[config.mk]
export PLATFORM = sky130hd
export DESIGN_NAME = rle_job_scheduler
export DESIGN_NICKNAME = d
export VERILOG_FILES = /design/src/rtl/rle_job_scheduler_pkg.sv /design/src/rtl/rle_job_scheduler_fifo.sv /design/src/rtl/rle_job_scheduler.sv
export SDC_FILE = /design/constraint.sdc
export NUM_CORES = 1
export LEC_CHECK = 0
export ABC_AREA = 0
export ABC_CLOCK_PERIOD_IN_PS = 4400
export CAP_MARGIN = 20
export CORE_ASPECT_RATIO = 1.2
export CORE_MARGIN = 10
export CORE_UTILIZATION = 50
export DETAILED_ROUTE_END_ITERATION = 7
export PLACE_DENSITY = 0.76
export REMOVE_ABC_BUFFERS = 1
export SYNTH_ARGS = -nofsm -noshare
export SYNTH_HDL_FRONTEND = slang
export SYNTH_SLANG_ARGS = --single-unit
[constraint.sdc]
create_clock -name clk -period 4.4 [get_ports clk]
set_clock_uncertainty 0.2 [all_clocks]
set_input_delay 0.88 -clock clk [delete_from_list [all_inputs] [get_ports clk]]
set_output_delay 0.88 -clock clk [all_outputs]
set_load 0.02 [all_outputs]
[src/rtl/rle_job_scheduler_pkg.sv]
// Shared types for the RLE job scheduler: FSM states and the packed job word.
package rle_job_scheduler_pkg;

  typedef enum logic [1:0] {
    StIdle   = 2'd0,
    StIssue  = 2'd1,
    StWait   = 2'd2,
    StReport = 2'd3
  } sched_state_e;

  localparam int unsigned JobW = 96;

  // msg_addr occupies bits [31:0], msg_size [63:32], rle_addr [95:64].
  typedef struct packed {
    logic [31:0] rle_addr;
    logic [31:0] msg_size;
    logic [31:0] msg_addr;
  } job_t;

endpackage

[src/rtl/rle_job_scheduler_fifo.sv]
// Synchronous job FIFO with wrap-around pointers carrying an extra lap bit.
module rle_job_scheduler_fifo #(
  parameter int unsigned DEPTH = 4,
  parameter int unsigned WIDTH = 96
) (
  input  logic                       clk,
  input  logic                       reset,
  input  logic                       push,
  input  logic [WIDTH-1:0]           wdata,
  input  logic                       pop,
  output logic [WIDTH-1:0]           rdata,
  output logic                       full,
  output logic                       empty,
  output logic [$clog2(DEPTH):0]     count
);

  localparam int unsigned AW = $clog2(DEPTH);
  localparam logic [AW:0] FullCnt = (AW + 1)'(DEPTH);

  logic [WIDTH-1:0] mem [DEPTH];
  logic [AW:0]      wr_ptr_q, rd_ptr_q;

  always_ff @(posedge clk) begin
    if (reset) begin
      wr_ptr_q <= '0;
      rd_ptr_q <= '0;
    end else begin
      if (push) wr_ptr_q <= wr_ptr_q + 1'b1;
      if (pop)  rd_ptr_q <= rd_ptr_q + 1'b1;
    end
  end

  always_ff @(posedge clk) begin
    if (push) mem[wr_ptr_q[AW-1:0]] <= wdata;
  end

  always_comb begin
    count = wr_ptr_q - rd_ptr_q;
    full  = (count == FullCnt);
    empty = (count == '0);
    rdata = mem[rd_ptr_q[AW-1:0]];
  end

endmodule

[src/rtl/rle_job_scheduler.sv]
// Sequences queued RLE jobs into the core one at a time, measuring latency and enforcing a watchdog.
module rle_job_scheduler
  import rle_job_scheduler_pkg::*;
#(
  parameter int unsigned DEPTH     = 4,
  parameter int unsigned START_CYC = 2,
  parameter int unsigned TIMEOUT   = 4096,
  parameter int unsigned CNT_W     = 32
) (
  input  logic                     clk,
  input  logic                     reset,
  input  logic                     job_valid,
  output logic                     job_ready,
  input  logic [31:0]              job_msg_addr,
  input  logic [31:0]              job_msg_size,
  input  logic [31:0]              job_rle_addr,
  output logic                     rle_start,
  output logic [31:0]              rle_message_addr,
  output logic [31:0]              rle_message_size,
  output logic [31:0]              rle_addr,
  input  logic                     rle_done,
  input  logic [31:0]              rle_size,
  output logic                     res_valid,
  input  logic                     res_ready,
  output logic [31:0]              res_rle_size,
  output logic [CNT_W-1:0]         res_cycles,
  output logic                     res_error,
  output logic                     busy,
  output logic [$clog2(DEPTH):0]   queue_count,
  output logic [CNT_W-1:0]         total_cycles
);

  localparam int unsigned SW = (START_CYC > 1) ? $clog2(START_CYC) : 1;
  localparam int unsigned WW = $clog2(TIMEOUT + 1);

  sched_state_e     state_q, state_d;
  job_t             job_q, head;
  logic             fifo_full, fifo_empty, push, pop;
  logic [SW-1:0]    start_cnt_q;
  logic [WW-1:0]    wd_q;
  logic [CNT_W-1:0] lat_q, lat_inc, total_q;
  logic [31:0]      res_rle_size_q;
  logic [CNT_W-1:0] res_cycles_q;
  logic             res_error_q;
  logic             timed_out, zero_job;
  logic [CNT_W:0]   total_sum;

  assign push = job_valid & ~fifo_full;

  rle_job_scheduler_fifo #(
    .DEPTH (DEPTH),
    .WIDTH (JobW)
  ) u_fifo (
    .clk   (clk),
    .reset (reset),
    .push  (push),
    .wdata ({job_rle_addr, job_msg_size, job_msg_addr}),
    .pop   (pop),
    .rdata (head),
    .full  (fifo_full),
    .empty (fifo_empty),
    .count (queue_count)
  );

  always_comb begin
    zero_job  = (head.msg_size == '0);
    timed_out = (wd_q == WW'(TIMEOUT - 1)) & ~rle_done;
    lat_inc   = (lat_q == '1) ? lat_q : lat_q + 1'b1;
    total_sum = {1'b0, total_q} + {1'b0, res_cycles_q};
  end

  // State register
  always_ff @(posedge clk) begin
    if (reset) state_q <= StIdle;
    else       state_q <= state_d;
  end

  // Next-state logic
  always_comb begin
    state_d = state_q;
    unique case (state_q)
      StIdle:   if (!fifo_empty) state_d = zero_job ? StReport : StIssue;
      StIssue:  if (start_cnt_q == SW'(START_CYC - 1)) state_d = StWait;
      StWait:   if (rle_done || timed_out) state_d = StReport;
      StReport: if (res_ready) state_d = StIdle;
      default:  state_d = StIdle;
    endcase
  end

  // FSM outputs
  always_comb begin
    pop       = (state_q == StIdle) & ~fifo_empty;
    rle_start = (state_q == StIssue);
    res_valid = (state_q == StReport);
    busy      = (state_q != StIdle) | ~fifo_empty;
    job_ready = ~fifo_full;
  end

  always_ff @(posedge clk) begin
    if (reset) begin
      job_q          <= '0;
      start_cnt_q    <= '0;
      wd_q           <= '0;
      lat_q          <= '0;
      res_rle_size_q <= '0;
      res_cycles_q   <= '0;
      res_error_q    <= 1'b0;
      total_q        <= '0;
    end else begin
      if (pop) begin
        job_q       <= head;
        start_cnt_q <= '0;
        lat_q       <= CNT_W'(1);
        if (zero_job) begin
          res_rle_size_q <= '0;
          res_cycles_q   <= '0;
          res_error_q    <= 1'b0;
        end
      end
      if (state_q == StIssue) begin
        start_cnt_q <= start_cnt_q + 1'b1;
        lat_q       <= lat_inc;
        wd_q        <= '0;
      end
      if (state_q == StWait) begin
        lat_q <= lat_inc;
        wd_q  <= wd_q + 1'b1;
        // lat_q already counts the current cycle, so capture it directly.
        if (rle_done) begin
          res_rle_size_q <= rle_size;
          res_cycles_q   <= lat_q;
          res_error_q    <= 1'b0;
        end else if (timed_out) begin
          res_rle_size_q <= '0;
          res_cycles_q   <= lat_q;
          res_error_q    <= 1'b1;
        end
      end
      if (state_q == StReport && res_ready) begin
        total_q <= total_sum[CNT_W] ? '1 : total_sum[CNT_W-1:0];
      end
    end
  end

  assign rle_message_addr = job_q.msg_addr;
  assign rle_message_size = job_q.msg_size;
  assign rle_addr         = job_q.rle_addr;
  assign res_rle_size     = res_rle_size_q;
  assign res_cycles       = res_cycles_q;
  assign res_error        = res_error_q;
  assign total_cycles     = total_q;

endmodule

# Word level (Yosys, flattened, before mapping)
# Memories as Yosys holds them, arrays and structs flattened. A register that Yosys moved wholly into a read port is not among the register bits.
# Index checks and enable logic that the tools add are counted.
# word_totals
ram_bits,384
input_bits,133
memories,1
regBits,247
# memory_table
name,words,width,read_ports,rd_ports_with_merged_regs,write_ports,line,rtl
u_fifo.mem,4,96,1,1,1,rle_job_scheduler_fifo.sv:20,logic [WIDTH-1:0] mem [DEPTH];
# classes
n_addsub,7
eq_ne,10
bitwise_logic,7
n_reduce_logical,10
muxes,34
# op_table
operator,n
$mux W32,15
$add A32 B32 Y33,1
$add A32 B1 Y32 const B,1
$eq A32 B32 Y1 const B,1
$logic_not A32 Y1,1
$mux W13,2
$mux W2,7
$add A13 B1 Y13 const B,1
$eq A13 B12 Y1 const B,1
$mux W1,9
$pmux W2 S4,1
$add A3 B1 Y3 const B,2
$reduce_bool A2 Y1,3
$eq A2 B2 Y1 const B,2
$ne A2 B1 Y1 const B,2
$ne A2 B2 Y1 const B,2
$reduce_and A4 Y1,1
$and A1 B1 Y1,3
$eq A3 B3 Y1 const B,1
$logic_not A3 Y1,1
$not A1 Y1,3
$reduce_bool A3 Y1,1
$sub A3 B3 Y3,1
$eq A2 B1 Y1 const B,1
5 further kinds,5

# Logic depth before layout (Yosys ltp)
# Gate-level depths: netlist of the first run.
# logic_depth
word_depth,8
depth_mapped,12
mapped_depth_nobuf,11

# Cells and area by module
# From an unflattened synthesis of the first run, not the netlist that was laid out.
# hier_totals
cells_unflattened,1835
area_unflattened_um2,24846.3
# by_module_without_submodules
mod,area_each_um2,instances,cells_each
rle_job_scheduler_fifo,14281.2,1,545
rle_job_scheduler,10565.1,1,1290

# Worst setup path before layout of the first run
# OpenSTA, ideal clock, no wires.
# synth_path
path_type,register to register
start,register u_fifo.wr_ptr_q[0]
end,"memory u_fifo.mem[3][0], enable pin"
setup_time_ns,0.468
t_arrival_ns,4.087
path_stages_with_launch,8
setup_slack_ns,-0.355
cell_sequence,dfxtp_1 > inv_1 > ha_1 > fa_1 > xnor2_1 > xnor2_1 > nand3_1 > and3_1
# synth_via
elab_chain_len,6
# synth_rtl
item,line,rtl
start: declaration,rle_job_scheduler_fifo.sv:21,"logic [AW:0] wr_ptr_q, rd_ptr_q;"
start signal: assignment,rle_job_scheduler_fifo.sv:28,if (push) wr_ptr_q <= wr_ptr_q + 1'b1;
$sub A3 B3 Y3,rle_job_scheduler_fifo.sv:38,count = wr_ptr_q - rd_ptr_q;
named net queue_count[2],rle_job_scheduler.sv:29,"output logic [$clog2(DEPTH):0] queue_count,"
$eq A3 B3 Y1,rle_job_scheduler_fifo.sv:39,full = (count == FullCnt);
$not A1 Y1,-,
named net job_ready,rle_job_scheduler.sv:13,"output logic job_ready,"
$and A1 B1 Y1,rle_job_scheduler.sv:48,assign push = job_valid & ~fifo_full;
$mux W1,rle_job_scheduler_fifo.sv:34,if (push) mem[wr_ptr_q[AW-1:0]] <= wdata;
$mux W1 (implied by the code),rle_job_scheduler_fifo.sv:34,
end: declaration,rle_job_scheduler_fifo.sv:20,
# The timed path passes the listed nets, and every way through them passes these cells.

# Final worst setup path of the first run
# layout_path
start,register u_fifo.wr_ptr_q[0]
end,output busy
# layout_via
elab_chain_len,4
# layout_rtl
item,line,rtl
$sub A3 B3 Y3,rle_job_scheduler_fifo.sv:38,
$logic_not A3 Y1,rle_job_scheduler_fifo.sv:40,empty = (count == '0);
$not A1 Y1,rle_job_scheduler.sv:95,busy = (state_q != StIdle) | ~fifo_empty;
$or A1 B1 Y1,rle_job_scheduler.sv:95,
end: declaration,rle_job_scheduler.sv:28,"output logic busy,"
# Every way passes these cells.

==> results.py, run 1 <==
metrics = {
    "outcome": {
        "status": "complete, no violations",
    },
    "clocking": {
        "cts_buffer_depth": 3,
        "htreeDepth": 2,
        "clock_latency_ns": 0.63,
        "cts-buffers-inserted": 59,
        "root_buffer": "clkbuf_16",
        "cts_tree": "done",
        "clk_pin_slew_worst_paths_ns": 0.06,
        "cts.sinks": 633,
    },
    "timing": {
        "tightest_slew_ns": 0.889,
        "min_period_over_period_pct": 95.3,
        "maxSlewViolCount": 0,
        "max_freq_mhz": 239,
        "min_period_ns": 4.19,
        "timing.final.hold_violations": 0,
        "setup_viol": 0,
        "setup_tns_ns": 0,
        "whs_ns": 0.253,
        "rsz0062_at_grt": "no",
        "slew_headroom_pct": 40.7,
    },
    "routing": {
        "num_vias": 16400,
        "wirelength_um": 62700,
        "ant_nets": 0,
        "drt_iter0_drc": 1493,
        "vias_per_cell": 5.72,
        "drt-wirelength-per-cell_um": 21.9,
        "dr.pass1.iters": 5,
        "drc": 0,
    },
    "synthesis": {
        "synth_top_area_share_pct": 46.3,
        "synth_top_area_cell": "edfxtp_1",
        "synth_area_um2": 24900,
        "synth-edff-count": 384,
        "synthFlopType": "edfxtp_1",
        "synthXorXnorAreaFrac_pct": 1.51,
        "synth_warnings": 0,
        "syn_avg_cell_area_um2": 13.4,
        "synthDistinctLibCells": 59,
        "syn_inst": 1863,
        "ys_seq_area_share_pct": 66.3,
        "synth_compound_area_share_pct": 8.46,
        "yosys.area_share.simple_pct": 10.1,
        "muxShareOfSynthArea_pct": 9.12,
        "synth-seq-cells": 633,
        "async_reset_ff_share_pct": 0,
        "synth_top_family_by_area": "simple AND/OR/NAND/NOR gates",
        "synth_area_leaders": "edfxtp_1 46%, dfxtp_1 20%, mux4_2 8.7%, nand2_1 4.3%, a21oi_1 3.6%",
        "synthAdderAreaFrac_pct": 2.42,
    },
    "die": {
        "dieHeight_um": 264,
        "chipWidth_um": 224,
        "core_area_um2": 49200,
        "dieArea_um2": 59200,
        "io_pins": 333,
        "placementRows": 89,
        "initial_utilization_pct": 50.6,
    },
    "grt": {
        "grt_pass1_wl_um": 97200,
        "grt_util_all_layers_pct": 20.7,
        "antenna_found_initial": 15,
        "grt_pass1_vias": 17000,
        "grt_max_degree": 115,
        "grt_remaining_overflow": 0,
    },
    "final_layout": {
        "nNetsFinal": 2359,
        "fin_cells": 2867,
        "layout-drive-gt1-share_pct": 11.5,
        "area_growth_pct": 24.7,
    },
    "placement": {
        "dp.cells": 2755,
        "gp_congestion": 0.898,
        "port_buffers": 332,
        "hpwl_um": 41400,
    },
    "power": {
        "ir_drop_mv": 0.843,
        "p_switching_uw": 6080,
        "clockPowerShare_pct": 28.1,
        "fin_total_pwr_uw": 18700,
        "intPower_uw": 12600,
        "p_comb_share_pct": 30.2,
        "power_density_nw_per_um2": 601,
        "power_frac_seq_pct": 41.7,
        "p_leak_uw": 0.0105,
        "switching_share_pct": 32.6,
    },
    "critical_path": {
        "r2r_cells": 11,
        "critical_path_class": "register to primary output",
        "start_kind": "register",
        "cp-endpoint": "busy",
        "crit_path_start": "u_fifo.wr_ptr_q[0]",
        "reg2reg_from": "res_cycles[0]",
        "critPathArrivalTime_ns": 3.11,
        "r2r_setup_slack_ns": 0.66,
        "cp-end-kind": "primary output",
        "cp_max_fo": 4,
        "cp_data_required_time_ns": 3.32,
        "regToRegEndpoint": "total_cycles[2]",
    },
    "min_path": {
        "whs_path_depth": 2,
        "hold_path.class": "register to register",
    },
    "run": {
        "max_cap_violations": 0,
    },
}
[cell usage in the layout (no fill, tap or decap), types with 4 or more instances in the layout]
cell               n
edfxtp_1         384
clkdlybuf4s50_1  331
nand2_1          286
dfxtp_1          247
a21oi_1          179
nor2_1           119
mux4_2            96
nand3_1           62
clkbuf_16         60
ha_1              45
a211oi_1          37
a22oi_1           32
a21o_1            28
xor2_1            25
buf_4             23
xnor2_1           17
and3_1            16
o21ai_0           16
nand4_1           15
inv_1             14
clkbuf_1          13
or3_1             12
nor4_1            11
clkinv_2          11
buf_12            10
nor3_1             9
nand2b_1           8
o21a_1             8
o211ai_1           7
mux2_2             7
bufinv_16          7
or2_2              6
o31ai_1            6
and2_1             6
clkinvlp_4         6
clkbuf_8           6
and3_4             4
and4_1             4
nor2b_1            4
[final cells by class]
type	count	area, um^2
tap	637	797
clock buffer	78	1620
antenna	2	5.00
timing repair buffer	365	3700
clock inverter	32	413
multi-input combinational	1106	7920
inverter	14	52.6
sequential	633	16500
fill	3602	18200
[registers in the layout (all words and copies together) (netlist names), named ones only]
name	cells
u_fifo.mem	384
lat_q	32
res_cycles	32
res_rle_size	32
rle_addr	32
rle_message_addr	32
rle_message_size	32
total_cycles	32
wd_q	13
u_fifo.rd_ptr_q	3
u_fifo.wr_ptr_q	3
state_q	2
res_error	1
start_cnt_q	1
[cells in the mapped netlist, types with 2 or more instances]
cell type  instances
a211oi_1          37
a21o_1            28
a21oi_1          181
a221oi_1           2
a22oi_1           32
a31o_2             2
a31oi_1            2
and2_1             6
and3_1            20
and4_1             4
buf_1              4
buf_2             18
buf_6              3
clkbuf_1          85
dfxtp_1          249
edfxtp_1         384
fa_1               2
ha_1              45
inv_1             14
mux2_2             7
mux2i_1            3
mux4_2            96
nand2_1          286
nand2b_1           8
nand3_1           62
nand4_1           15
nand4b_1           3
nor2_1           119
nor2b_1            5
nor3_1             9
nor4_1            11
o211ai_1           7
o21a_1             8
o21ai_0           16
o21bai_1           2
o311ai_0           2
o31ai_1            6
or2_2              6
or3_1             12
or4_1              2
xnor2_1           18
xor2_1            25
[power by group through the flow]
stage	Clock (uW)	Combinational (uW)	Sequential, uW
floorplan	0	2850	8840
global placement	0	5600	7820
detailed placement	0	5650	7880
CTS	5340	5710	7780
global route	5580	6120	7860
finish	5250	5630	7780
[cells by family (layout without fill, tap and decap cells)]
family | Yosys count | count (layout)
xor+xnor | 43 | 43
other cells | 0 | 2
buf+inv | 124 | 489
simple gates | 572 | 572
fa+ha+maj | 47 | 47
compound gates | 338 | 338
flops | 633 | 633
mux | 106 | 106
[worst min path at each step]
| stage | start | to | slack, ns |
|---|---|---|---|
| final | rle_message_addr[20] | rle_message_addr[20] | 0.25 |
| after global routing | rle_message_addr[25] | rle_message_addr[25] | 0.28 |
| after CTS | rle_addr[27] | rle_addr[27] | 0.25 |
| after detailed placement | rle_addr[27] | rle_addr[27] | 0.25 |
| after global placement | rle_message_size[22] | rle_message_size[22] | 0.24 |
| after floorplan | lat_q[28] | res_cycles[28] | 0.24 |
[stage by stage]
| stage | utilization [%] | instance area [um^2] | worst slack (ns) |
|---|---|---|---|
| final | 63.0 | 31000 | 0.208 |
| after global routing | 63.0 | 31000 | 0.0147 |
| after CTS | 63.0 | 31000 | 0.0242 |
| after detailed placement | 58.9 | 29000 | 0.651 |
| after global placement | 58.9 | 29000 | 0.696 |
| after floorplan | - | 24400 | -3.06 |
[layer usage]
metal	global-route usage (%)	wire length [um]	vias up
met5	0	178	-
li1	-	-	7560
met4	6.45	1570	28
met1	24.1	23400	8095
met2	35.9	32100	587
met3	6.23	5490	122
[what timing repair did]
action                                  4_1_cts  5_1_grt
hold buffers                                  0        0
gates resized for setup                       0        1
endpoints found under the setup margin        0        2
buffers inserted                              0        0
[worst max-delay path, cell delays in order, from the launching register on]
cell and delay [ns]:
dfxtp_1 0.39, inv_1 0.10, ha_1 0.20, fa_1 0.38
xnor2_1 0.18, xnor2_2 0.31, nor2_1 0.16, nand2_1 0.12
clkdlybuf4s50_1 0.66
Power figures use the tool's default switching activity.
==> run 2: changes to the inputs <==
Settings changed: CAP_MARGIN 20 to not set, RECOVER_POWER set to 25.
==> run 2 against run 1 <==
Fmax shrank 0.27%; via count grew 0.65%; utilization is essentially flat; flip-flop and latch count is the same; non-clock buffer count is the same; global-route usage is the same; worst setup slack lost 0.011 ns; register-to-register slack lost 0.02 ns; hold slack is essentially flat; highest routed layer unchanged.
==> results.py, run 2 (same netlist as run 1, synthesis figures left out) <==
metrics = {
    "routing": {
        "num_vias": 16500,
        "drt_iter0_drc": 1530,
        "vias_per_cell": 5.74,
        "drc": 0,
        "ant_nets": 0,
        "dr.pass1.iters": 5,
        "drt-wirelength-per-cell_um": 21.9,
        "wirelength_um": 62800,
    },
    "power": {
        "intPower_uw": 12600,
        "power_frac_seq_pct": 41.7,
        "p_leak_uw": 0.0106,
        "clockPowerShare_pct": 28.1,
        "switching_share_pct": 32.7,
        "p_switching_uw": 6090,
        "p_comb_share_pct": 30.2,
        "ir_drop_mv": 0.844,
        "power_density_nw_per_um2": 601,
    },
    "critical_path": {
        "cp_data_required_time_ns": 3.32,
        "cp-end-kind": "primary output",
        "critical_path_class": "register to primary output",
        "r2r_cells": 11,
        "start_kind": "register",
        "cp_max_fo": 4,
        "crit_path_top_delay_cell": "clkdlybuf4s50_1",
        "slowest_delay_ns": 0.67,
        "critPathArrivalTime_ns": 3.12,
        "path_cells": "inv_1, ha_1, fa_1, xnor2_1, xnor2_2, nor2_1, nand2_1, clkdlybuf4s50_1",
    },
    "grt": {
        "grt_max_degree": 115,
        "grt_pass1_vias": 17000,
        "antenna_found_initial": 25,
        "grt_util_all_layers_pct": 20.7,
        "grt_pass1_wl_um": 97200,
        "grt_remaining_overflow": 0,
    },
    "timing": {
        "min_period_over_period_pct": 95.5,
        "layout_setup_ws_ns": 0.197,
        "timing.final.hold_violations": 0,
        "min_period_ns": 4.20,
        "max_freq_mhz": 238,
        "tightest_slew_ns": 0.904,
        "setup_viol": 0,
        "rsz0062_at_grt": "no",
        "setup_tns_ns": 0,
        "slew_headroom_pct": 39.6,
        "maxSlewViolCount": 0,
    },
    "placement": {
        "dp_slack_ns": 0.651,
        "hpwl_um": 41400,
        "gp_congestion": 0.898,
        "port_buffers": 332,
    },
    "clocking": {
        "cts_buffer_depth": 3,
        "hold_buffers": 0,
        "cts_tree": "done",
        "cts.repair.resized": 0,
        "cts-buffers-inserted": 59,
        "root_buffer": "clkbuf_16",
        "clock_latency_ns": 0.63,
        "postCtsSetupRepairBufs": 0,
        "clk_pin_slew_worst_paths_ns": 0.06,
        "cts.sinks": 633,
        "htreeDepth": 2,
    },
    "min_path": {
        "whs_path_depth": 2,
        "hold_path.class": "register to register",
    },
    "final_layout": {
        "nNetsFinal": 2359,
        "layout-drive-gt1-share_pct": 11.5,
        "final_common_cell": "edfxtp_1",
        "largest_reg_flops": 384,
        "area_growth_pct": 24.7,
        "mostFrequentLayoutCells": "384 x edfxtp_1, 286 x nand2_1, 252 x clkdlybuf4s50_1",
        "fill_cells": 3598,
    },
    "run": {
        "max_cap_violations": 0,
    },
    "die": {
        "core_area_um2": 49200,
        "dieArea_um2": 59200,
        "dieHeight_um": 264,
        "io_pins": 333,
        "chipWidth_um": 224,
        "placementRows": 89,
        "initial_utilization_pct": 50.6,
    },
    "outcome": {
        "status": "complete, no violations",
    },
}
## run 2: changes by cell type in the layout (fill, tap and decap cells not counted)
cell | previous run | this run
dlygate4sd3_1 | 0 | 79
clkdlybuf4s50_1 | 331 | 252
diode_2 | 2 | 7
## run 2: area by class of cell
class | count | area (um^2) | area share [%]
Sequential cell | 633 | 16500 | 53.2
Multi-Input combinational cell | 1106 | 7920 | 25.5
Timing Repair Buffer | 365 | 3700 | 11.9
Clock buffer | 78 | 1620 | 5.22
Tap cell | 637 | 797 | 2.57
Clock inverter | 32 | 413 | 1.33
Inverter | 14 | 52.6 | 0.169
Antenna cell | 7 | 17.5 | 0.0564
## run 2: per-stage QoR
| stage | total power [uW] | util, % | area, um^2 | hold slack [ns] | std cells |
|---|---|---|---|---|---|
| after CTS | 18800 | 63.0 | 31000 | 0.254 | 2865 |
| after floorplan | 11700 | - | 24400 | 0.243 | 1753 |
| after global routing | 19500 | 63.1 | 31000 | 0.276 | 2869 |
| final | 18700 | 63.1 | 31000 | 0.253 | 2872 |
| after global placement | 13400 | 58.9 | 29000 | 0.244 | 2755 |
| after detailed placement | 13500 | 58.9 | 29000 | 0.246 | 2755 |
## run 2: power groups by stage
stage | sequential [uW] | clock (uW) | combinational, uW
floorplan | 8840 | 0 | 2850
global placement | 7820 | 0 | 5600
detailed placement | 7880 | 0 | 5650
CTS | 7780 | 5340 | 5710
global route | 7860 | 5580 | 6110
finish | 7780 | 5250 | 5630
## run 2: final timing paths
check / start / endpoint / slack (ns)
min reg2reg: rle_message_addr[20] / rle_message_addr[20] / 0.25
max reg2reg: res_cycles[0] / total_cycles[2] / 0.64
min: rle_message_addr[20] / rle_message_addr[20] / 0.25
max: u_fifo.wr_ptr_q[0] / busy / 0.20
## run 2: critical path: cells and delay by family (launching register included)
kind,cells,cell delay (ns)
buffers and inverters,2,0.77
DFF,1,0.40
adders and majority gates,2,0.58
and+or+nand+nor,2,0.28
xor gates and xnor gates,2,0.49
## run 2: layer usage
| layer | vias up | track usage, % | share of wire (%) |
|---|---|---|---|
| met4 | 32 | 6.45 | 2.6 |
| met3 | 134 | 6.23 | 8.1 |
| li1 | 7573 | - | - |
| met1 | 8194 | 24.1 | 38 |
| met5 | - | 0 | 0.33 |
| met2 | 566 | 35.9 | 51 |
